[config.mk]
export PLATFORM = sky130hd
export DESIGN_NAME = ex_muldiv
export DESIGN_NICKNAME = d
export VERILOG_FILES = /design/src/rtl/ex_muldiv_pkg.sv /design/src/rtl/muldiv_divider.sv /design/src/rtl/ex_muldiv.sv
export SDC_FILE = /design/constraint.sdc
export NUM_CORES = 2
export LEC_CHECK = 0
export BUFFER_PORTS_ARGS = -buffer_cell sky130_fd_sc_hd__buf_2
export CORE_MARGIN = 4
export CORE_UTILIZATION = 30
export CTS_BUF_LIST = sky130_fd_sc_hd__clkbuf_4 sky130_fd_sc_hd__clkbuf_8 sky130_fd_sc_hd__clkbuf_16
export DETAILED_ROUTE_END_ITERATION = 6
export PLACE_DENSITY = 0.41
export SKIP_LAST_GASP = 1
export SLEW_MARGIN = 10
export SYNTH_ARGS = -nofsm -noshare
export SYNTH_HDL_FRONTEND = slang
export SYNTH_SLANG_ARGS = --single-unit
[constraint.sdc]
create_clock -name clock -period 20.4 [get_ports clock]
set_input_delay 4.08 -clock clock [delete_from_list [all_inputs] [get_ports clock]]
set_output_delay 4.08 -clock clock [all_outputs]
set_load 0.005 [all_outputs]
[src/rtl/ex_muldiv_pkg.sv]
// Shared encodings for the EX-stage RV32M multiply/divide unit.
// Holds the M-extension opcode fields and the control FSM state type.
package ex_muldiv_pkg;

   localparam logic [6:0] FUNCT7_MULDIV = 7'b0000001;

   localparam logic [2:0] FUNCT3_MUL    = 3'b000;
   localparam logic [2:0] FUNCT3_MULH   = 3'b001;
   localparam logic [2:0] FUNCT3_MULHSU = 3'b010;
   localparam logic [2:0] FUNCT3_MULHU  = 3'b011;
   localparam logic [2:0] FUNCT3_DIV    = 3'b100;
   localparam logic [2:0] FUNCT3_DIVU   = 3'b101;
   localparam logic [2:0] FUNCT3_REM    = 3'b110;
   localparam logic [2:0] FUNCT3_REMU   = 3'b111;

   typedef enum logic [2:0] {
      MdIdle    = 3'd0,
      MdMul     = 3'd1,
      MdDivInit = 3'd2,
      MdDivIter = 3'd3,
      MdDivFix  = 3'd4,
      MdDone    = 3'd5
   } md_state_e;

endpackage

[src/rtl/muldiv_divider.sv]
// Unsigned restoring divider core: one quotient bit per cycle after a load.
// The sign fix-up and special cases are handled by the caller.
module muldiv_divider #(
   parameter int unsigned Width = 32,
   parameter int unsigned Steps = 32
) (
   input  logic             clock,
   input  logic             reset,
   input  logic             load,
   input  logic             abort,
   input  logic [Width-1:0] dividend,
   input  logic [Width-1:0] divisor,
   output logic [Width-1:0] quotient,
   output logic [Width-1:0] remainder,
   output logic             last
);

   localparam int unsigned CntW = (Steps > 1) ? $clog2(Steps) : 1;

   logic [Width:0]   rem_q, rem_d;
   logic [Width-1:0] quo_q, quo_d;
   logic [Width-1:0] dvs_q;
   logic [CntW-1:0]  cnt_q;
   logic             active_q;
   logic [Width+1:0] shifted;
   logic [Width+1:0] diff;
   logic             borrow;

   // Quotient bits shift into the low end of quo_q as dividend bits leave the top.
   always_comb begin
      shifted = {rem_q, quo_q[Width-1]};
      diff    = shifted - {2'b00, dvs_q};
      borrow  = diff[Width+1];
      rem_d   = borrow ? shifted[Width:0] : diff[Width:0];
      quo_d   = {quo_q[Width-2:0], ~borrow};
   end

   assign last      = active_q & (cnt_q == CntW'(Steps - 1));
   assign quotient  = quo_q;
   assign remainder = rem_q[Width-1:0];

   always_ff @(posedge clock or negedge reset) begin
      if (!reset) begin
         rem_q    <= '0;
         quo_q    <= '0;
         dvs_q    <= '0;
         cnt_q    <= '0;
         active_q <= 1'b0;
      end else if (abort) begin
         active_q <= 1'b0;
      end else if (load) begin
         rem_q    <= '0;
         quo_q    <= dividend;
         dvs_q    <= divisor;
         cnt_q    <= '0;
         active_q <= 1'b1;
      end else if (active_q) begin
         rem_q <= rem_d;
         quo_q <= quo_d;
         cnt_q <= cnt_q + 1'b1;
         if (last) active_q <= 1'b0;
      end
   end

endmodule

[src/rtl/ex_muldiv.sv]
// RV32M multiply/divide unit beside the EX-stage ALU: 2-cycle multiply,
// iterative radix-2 divide, with a combinational stall request.
module ex_muldiv
   import ex_muldiv_pkg::*;
#(
   parameter int unsigned XLEN      = 32,
   parameter int unsigned DIV_STEPS = 32
) (
   input  logic            clock,
   input  logic            reset,
   input  logic            start,
   input  logic            flush,
   input  logic [2:0]      funct3,
   input  logic [XLEN-1:0] rs1,
   input  logic [XLEN-1:0] rs2,
   output logic            busy,
   output logic            done,
   output logic [XLEN-1:0] result
);

   md_state_e        state_q, state_d;
   logic [2:0]       op_q;
   logic [XLEN-1:0]  a_q, b_q;
   logic             quot_neg_q, rem_neg_q;
   logic [XLEN-1:0]  result_q, result_d;
   logic             accept;

   logic             a_sext, b_sext;
   logic [2*XLEN-1:0] ext_a, ext_b, product;

   logic             div_signed, div_zero, div_ovf;
   logic [XLEN-1:0]  a_abs, b_abs;
   logic             div_load, div_last;
   logic [XLEN-1:0]  div_quo, div_rem, quo_fix, rem_fix;

   assign accept = (state_q == MdIdle) & start & ~flush;

   // Full-width extension makes the low 2*XLEN product bits equal the signed product.
   always_comb begin
      a_sext  = a_q[XLEN-1] & ((op_q == FUNCT3_MULH) | (op_q == FUNCT3_MULHSU));
      b_sext  = b_q[XLEN-1] & (op_q == FUNCT3_MULH);
      ext_a   = {{XLEN{a_sext}}, a_q};
      ext_b   = {{XLEN{b_sext}}, b_q};
      product = ext_a * ext_b;
   end

   always_comb begin
      div_signed = ~op_q[0];
      div_zero   = (b_q == '0);
      div_ovf    = div_signed & (a_q == {1'b1, {(XLEN-1){1'b0}}}) & (b_q == '1);
      a_abs      = (div_signed & a_q[XLEN-1]) ? -a_q : a_q;
      b_abs      = (div_signed & b_q[XLEN-1]) ? -b_q : b_q;
      quo_fix    = quot_neg_q ? -div_quo : div_quo;
      rem_fix    = rem_neg_q ? -div_rem : div_rem;
   end

   muldiv_divider #(
      .Width (XLEN),
      .Steps (DIV_STEPS)
   ) u_divider (
      .clock     (clock),
      .reset     (reset),
      .load      (div_load),
      .abort     (flush),
      .dividend  (a_abs),
      .divisor   (b_abs),
      .quotient  (div_quo),
      .remainder (div_rem),
      .last      (div_last)
   );

   always_comb begin
      state_d  = state_q;
      result_d = result_q;
      div_load = 1'b0;
      unique case (state_q)
         MdIdle: begin
            if (start) state_d = funct3[2] ? MdDivInit : MdMul;
         end
         MdMul: begin
            result_d = (op_q == FUNCT3_MUL) ? product[XLEN-1:0] : product[2*XLEN-1:XLEN];
            state_d  = MdDone;
         end
         MdDivInit: begin
            if (div_zero) begin
               result_d = op_q[1] ? a_q : '1;
               state_d  = MdDone;
            end else if (div_ovf) begin
               result_d = op_q[1] ? '0 : {1'b1, {(XLEN-1){1'b0}}};
               state_d  = MdDone;
            end else begin
               div_load = 1'b1;
               state_d  = MdDivIter;
            end
         end
         MdDivIter: begin
            if (div_last) state_d = MdDivFix;
         end
         MdDivFix: begin
            result_d = op_q[1] ? rem_fix : quo_fix;
            state_d  = MdDone;
         end
         MdDone: begin
            state_d = MdIdle;
         end
         default: begin
            state_d = MdIdle;
         end
      endcase
      // Flush discards the operation entirely, including any pending result.
      if (flush) begin
         state_d  = MdIdle;
         result_d = result_q;
         div_load = 1'b0;
      end
   end

   always_ff @(posedge clock or negedge reset) begin
      if (!reset) begin
         state_q    <= MdIdle;
         op_q       <= '0;
         a_q        <= '0;
         b_q        <= '0;
         quot_neg_q <= 1'b0;
         rem_neg_q  <= 1'b0;
         result_q   <= '0;
      end else begin
         state_q  <= state_d;
         result_q <= result_d;
         if (accept) begin
            op_q <= funct3;
            a_q  <= rs1;
            b_q  <= rs2;
         end
         if (state_q == MdDivInit) begin
            quot_neg_q <= div_signed & (a_q[XLEN-1] ^ b_q[XLEN-1]);
            rem_neg_q  <= div_signed & a_q[XLEN-1];
         end
      end
   end

   assign busy   = accept | (state_q == MdMul) | (state_q == MdDivInit) |
                   (state_q == MdDivIter) | (state_q == MdDivFix);
   assign done   = (state_q == MdDone);
   assign result = result_q;

   a_state_legal: assert property (@(posedge clock) disable iff (!reset)
      state_q inside {MdIdle, MdMul, MdDivInit, MdDivIter, MdDivFix, MdDone});
   a_done_not_busy: assert property (@(posedge clock) disable iff (!reset) done |-> !busy);

endmodule

==> impl_metrics.toml <==
[yosys]
synth.yosys.warnings = 0
count_of_flip_flops_with_a_built_in_enable_after_synthesis = 0
synth_largest_type_area_fraction = 0.435
syn_inst = 5872
number_of_synthesized_register_bits = 207
yosys-top-cells-area = "fa_1, dfrtp_1, inv_1, nand2_1, ha_1"
avgSynthCellArea_um2 = 8.82
postSynth.topFlopCell = "dfrtp_1"
synth_largest_area_cell = "fa_1"
ys_seq_area_frac = 0.100
async_reset_ff_frac = 1.00
synth.distinct_cells = 72
synth_fp_nets = 7321
mappedNetlistArea_um2 = 51800

[timing]
final.setup.tns_ns = 0
final.setup_skew_ns = 0.0448
final-max-slew-violation-count = 0
holdWs_ns = 0.459
rsz0062_at_grt = "false"
final.min_clock_period_ns = 9.41
relSlewSlack = 0.188
final_min_period_over_clock_period = 0.461
timing.final.hold_violations = 0
final-setup-viol-count = 0
max_freq_mhz = 106
worst_slew_pin_slew_ns = 1.22

[critical_path]
critical-path-slowest-cell = "fa_1"
critical_path.top_delay_family = "adder cells"
reg2reg_slack_ns = 10.99
critPathArrivalTime_ns = 9.90
critical_path_class = "reg -> reg"
cp.required_ns = 20.89
number_of_buffers_and_inverters_on_the_critical_path = 9
path_max_fanout = 31
reg2regPathDepth = 27
timing.critical_path.to_type = "flip-flop"
worst_path_largest_cell_delay_ns = 0.80
worstSetupPathDepth = 27
critical_path_startpoint_category = "flip-flop"

[detailed_routing]
route.detailed.wl_per_inst_um = 24.0
detailed_router_s_first_iteration_violation_count = 2889
drc_errors = 0
drt-total-wl_um = 194000
detail_route.vias_per_cell = 4.90
dr_total_vias = 39600
final_antenna_net_count = 0
firstDrtPassIters = 5

[die]
core-area_um2 = 172000
overall_die_height_um = 423
design.die.area_um2 = 179000
initial_core_util = 0.302
pin_count = 105
chipWidth_um = 423
rows = 152

[placement]
placement.io_buffers = 104
gp_routability_congestion = 0.927
detailed_place_hpwl_um = 151000
post-place-cells = 8010

[clocking]
cts_setup_buffers = 0
cts.reportedPaths.clkPinSlew_ns = 0.06
cts.root.buffer_cell = "clkbuf_16"
clock_sink_count = 207
tritoncts.num_buffers = 29
postCtsResizedCells = 0
cts-htree-levels = 1
cts_max_path_buffers = 3
cts_hold_buffers = 0
clk-insertion-delay-late_ns = 0.61
cts_tree = "yes"

[flow_run]
maximum_capacitance_violations = 0

[grt]
first_pass_grt_wire_length_um = 292000
grt_start_max_net_pins = 99
vias_in_the_first_global_route = 42500
grt_antenna_before_repair = 9
global_route.overflow_total = 0
grtUsageTotal = 0.217

[hold_path]
whs_path_depth = 2
min-delay-path-class = "reg -> reg"

[layout]
layout.area.seq_um2 = 5240
multi_input_gate_area_in_the_final_layout_um2 = 40600
filler_cell_count = 18300
area_growth_syn_to_layout_pct = 7.38
finalNonFillerCells = 8069
numnets_final = 7180
post_route_cells_drive_above_1_share = 0.0688
utilization = 0.324

[status]
outcome = "complete, no violations"
## cell usage in the layout, fill, tap and decap left out, drive strengths merged, types with 7 or more instances in the layout
cell	synthesis	routed
dfrtp	207	207
o41ai	16	16
nand4	19	19
or3	27	27
nor3	34	34
xor2	85	85
mux2i	30	30
nor2b	14	14
a31oi	18	18
o31ai	38	38
clkbuf	250	39
o21bai	18	18
xnor2	141	141
nand3	43	43
a21oi	203	203
nor4	10	10
o21ai	199	199
clkinv	2	12
and3	11	11
a21o	44	44
and2	304	304
o22ai	17	17
buf	122	200
nand2	987	987
or2	17	17
o221ai	12	12
fa	1126	1126
inv	1230	1232
or4	13	13
nor2	161	161
o21a	7	7
a22oi	23	23
mux2	60	60
a211oi	23	23
ha	252	252
o211ai	19	19
nand2b	16	16
a221oi	15	15
## flip-flops by register name, indices dropped and copies added (netlist names)
signal / flops
op_q: 3
u_divider.active_q: 1
u_divider.rem_q: 33
result: 32
u_divider.cnt_q: 5
state_q: 3
u_divider.quotient: 32
u_divider.dvs_q: 32
quot_neg_q: 1
b_q: 32
a_q: 32
rem_neg_q: 1
## worst reg2reg max path: stages (launching register included)
cell and delay, ns:
dfrtp_1 0.54, xnor2_1 0.31, nor3b_2 0.07, buf_4 0.26
nand2_1 0.19, inv_1 0.09, fa_1 0.54, inv_1 0.14
fa_1 0.57, inv_1 0.07, fa_1 0.80, inv_1 0.28
fa_1 0.66, inv_1 0.54, fa_1 0.55, fa_1 0.51
fa_1 0.49, inv_1 0.05, fa_1 0.47, inv_1 0.05
ha_1 0.48, nand3_1 0.14, inv_1 0.13, nand2_1 0.06
o311ai_1 0.53, a31oi_1 0.19, xnor2_1 0.21, a221o_1 0.36
## worst paths after layout
check	start	end
setup / recovery	op_q[0]	result[30]
hold / removal	result[11]	result[11]
setup reg to reg	op_q[0]	result[30]
hold reg to reg	result[11]	result[11]
max in group asynchronous	reset	u_divider.dvs_q[4]
min in group asynchronous	reset	b_q[28]
## cell usage after synthesis (5+ instances only)
cell type  instances
dfrtp_1          207
o221ai_1          12
a211oi_1          23
a221o_1            6
ha_1             252
mux2_2            60
nand3_1           43
o211ai_1          19
nor4_1             9
a21oi_1          203
xor2_1            85
or2_2             16
a221oi_1          15
a21boi_0           5
mux2i_1           30
nand2_1          987
nor2_1           160
clkbuf_1         250
a211o_1            5
o22ai_1           17
buf_1             93
or4_1             10
nand2b_1          16
xnor2_1          141
nor3_1            34
inv_1           1230
or3_1             25
nand4_1           19
a21o_1            44
o21ai_0          193
nor2b_1           14
a31oi_1           18
a22oi_1           23
buf_2             27
fa_1            1126
o21bai_1          18
o21ai_1            6
o21a_1             7
o31ai_1           38
nor3b_1            6
and2_1           304
and3_1            11
o41ai_1           15
## routing by layer
layer | track usage | part of all wire | wire, um
met5 | 0 | 0 | 0
met4 | 0.0606 | 0.034 | 6620
met3 | 0.0158 | 0.043 | 8300
met2 | 0.355 | 0.47 | 90200
met1 | 0.311 | 0.46 | 88700
## layout make-up
class                      instances  share of cell area
antenna                            5            0.000225
clock buffer                      39              0.0148
clock inverter                    15             0.00290
inverter                        1232              0.0832
multi-input combinational       4061               0.730
sequential                       207              0.0942
tap                             2310              0.0520
timing repair buffer             200              0.0225
## cells by family (layout without fill, tap and decap cells)
logic type,Yosys count,after routing,synth area share
flops,207,207,0.100
mux,90,90,0.0188
fa+ha+maj,1378,1378,0.496
compound gates,692,692,0.0827
other cells,0,5,0
buf+inv,1604,1486,0.117
xor+xnor,226,226,0.0382
simple gates,1675,1675,0.147
## through the flow
step           worst slack [ns]  cell area [um2]
6_report                  10.99            55600
5_1_grt                   10.43            55600
4_1_cts                   11.01            55600
3_5_place_dp              11.04            54600
3_3_place_gp              11.08            54600
2_1_floorplan             11.75            51800
Power is not shown: default switching activity piles up to over one toggle a cycle in this logic, so the estimate is an artifact.
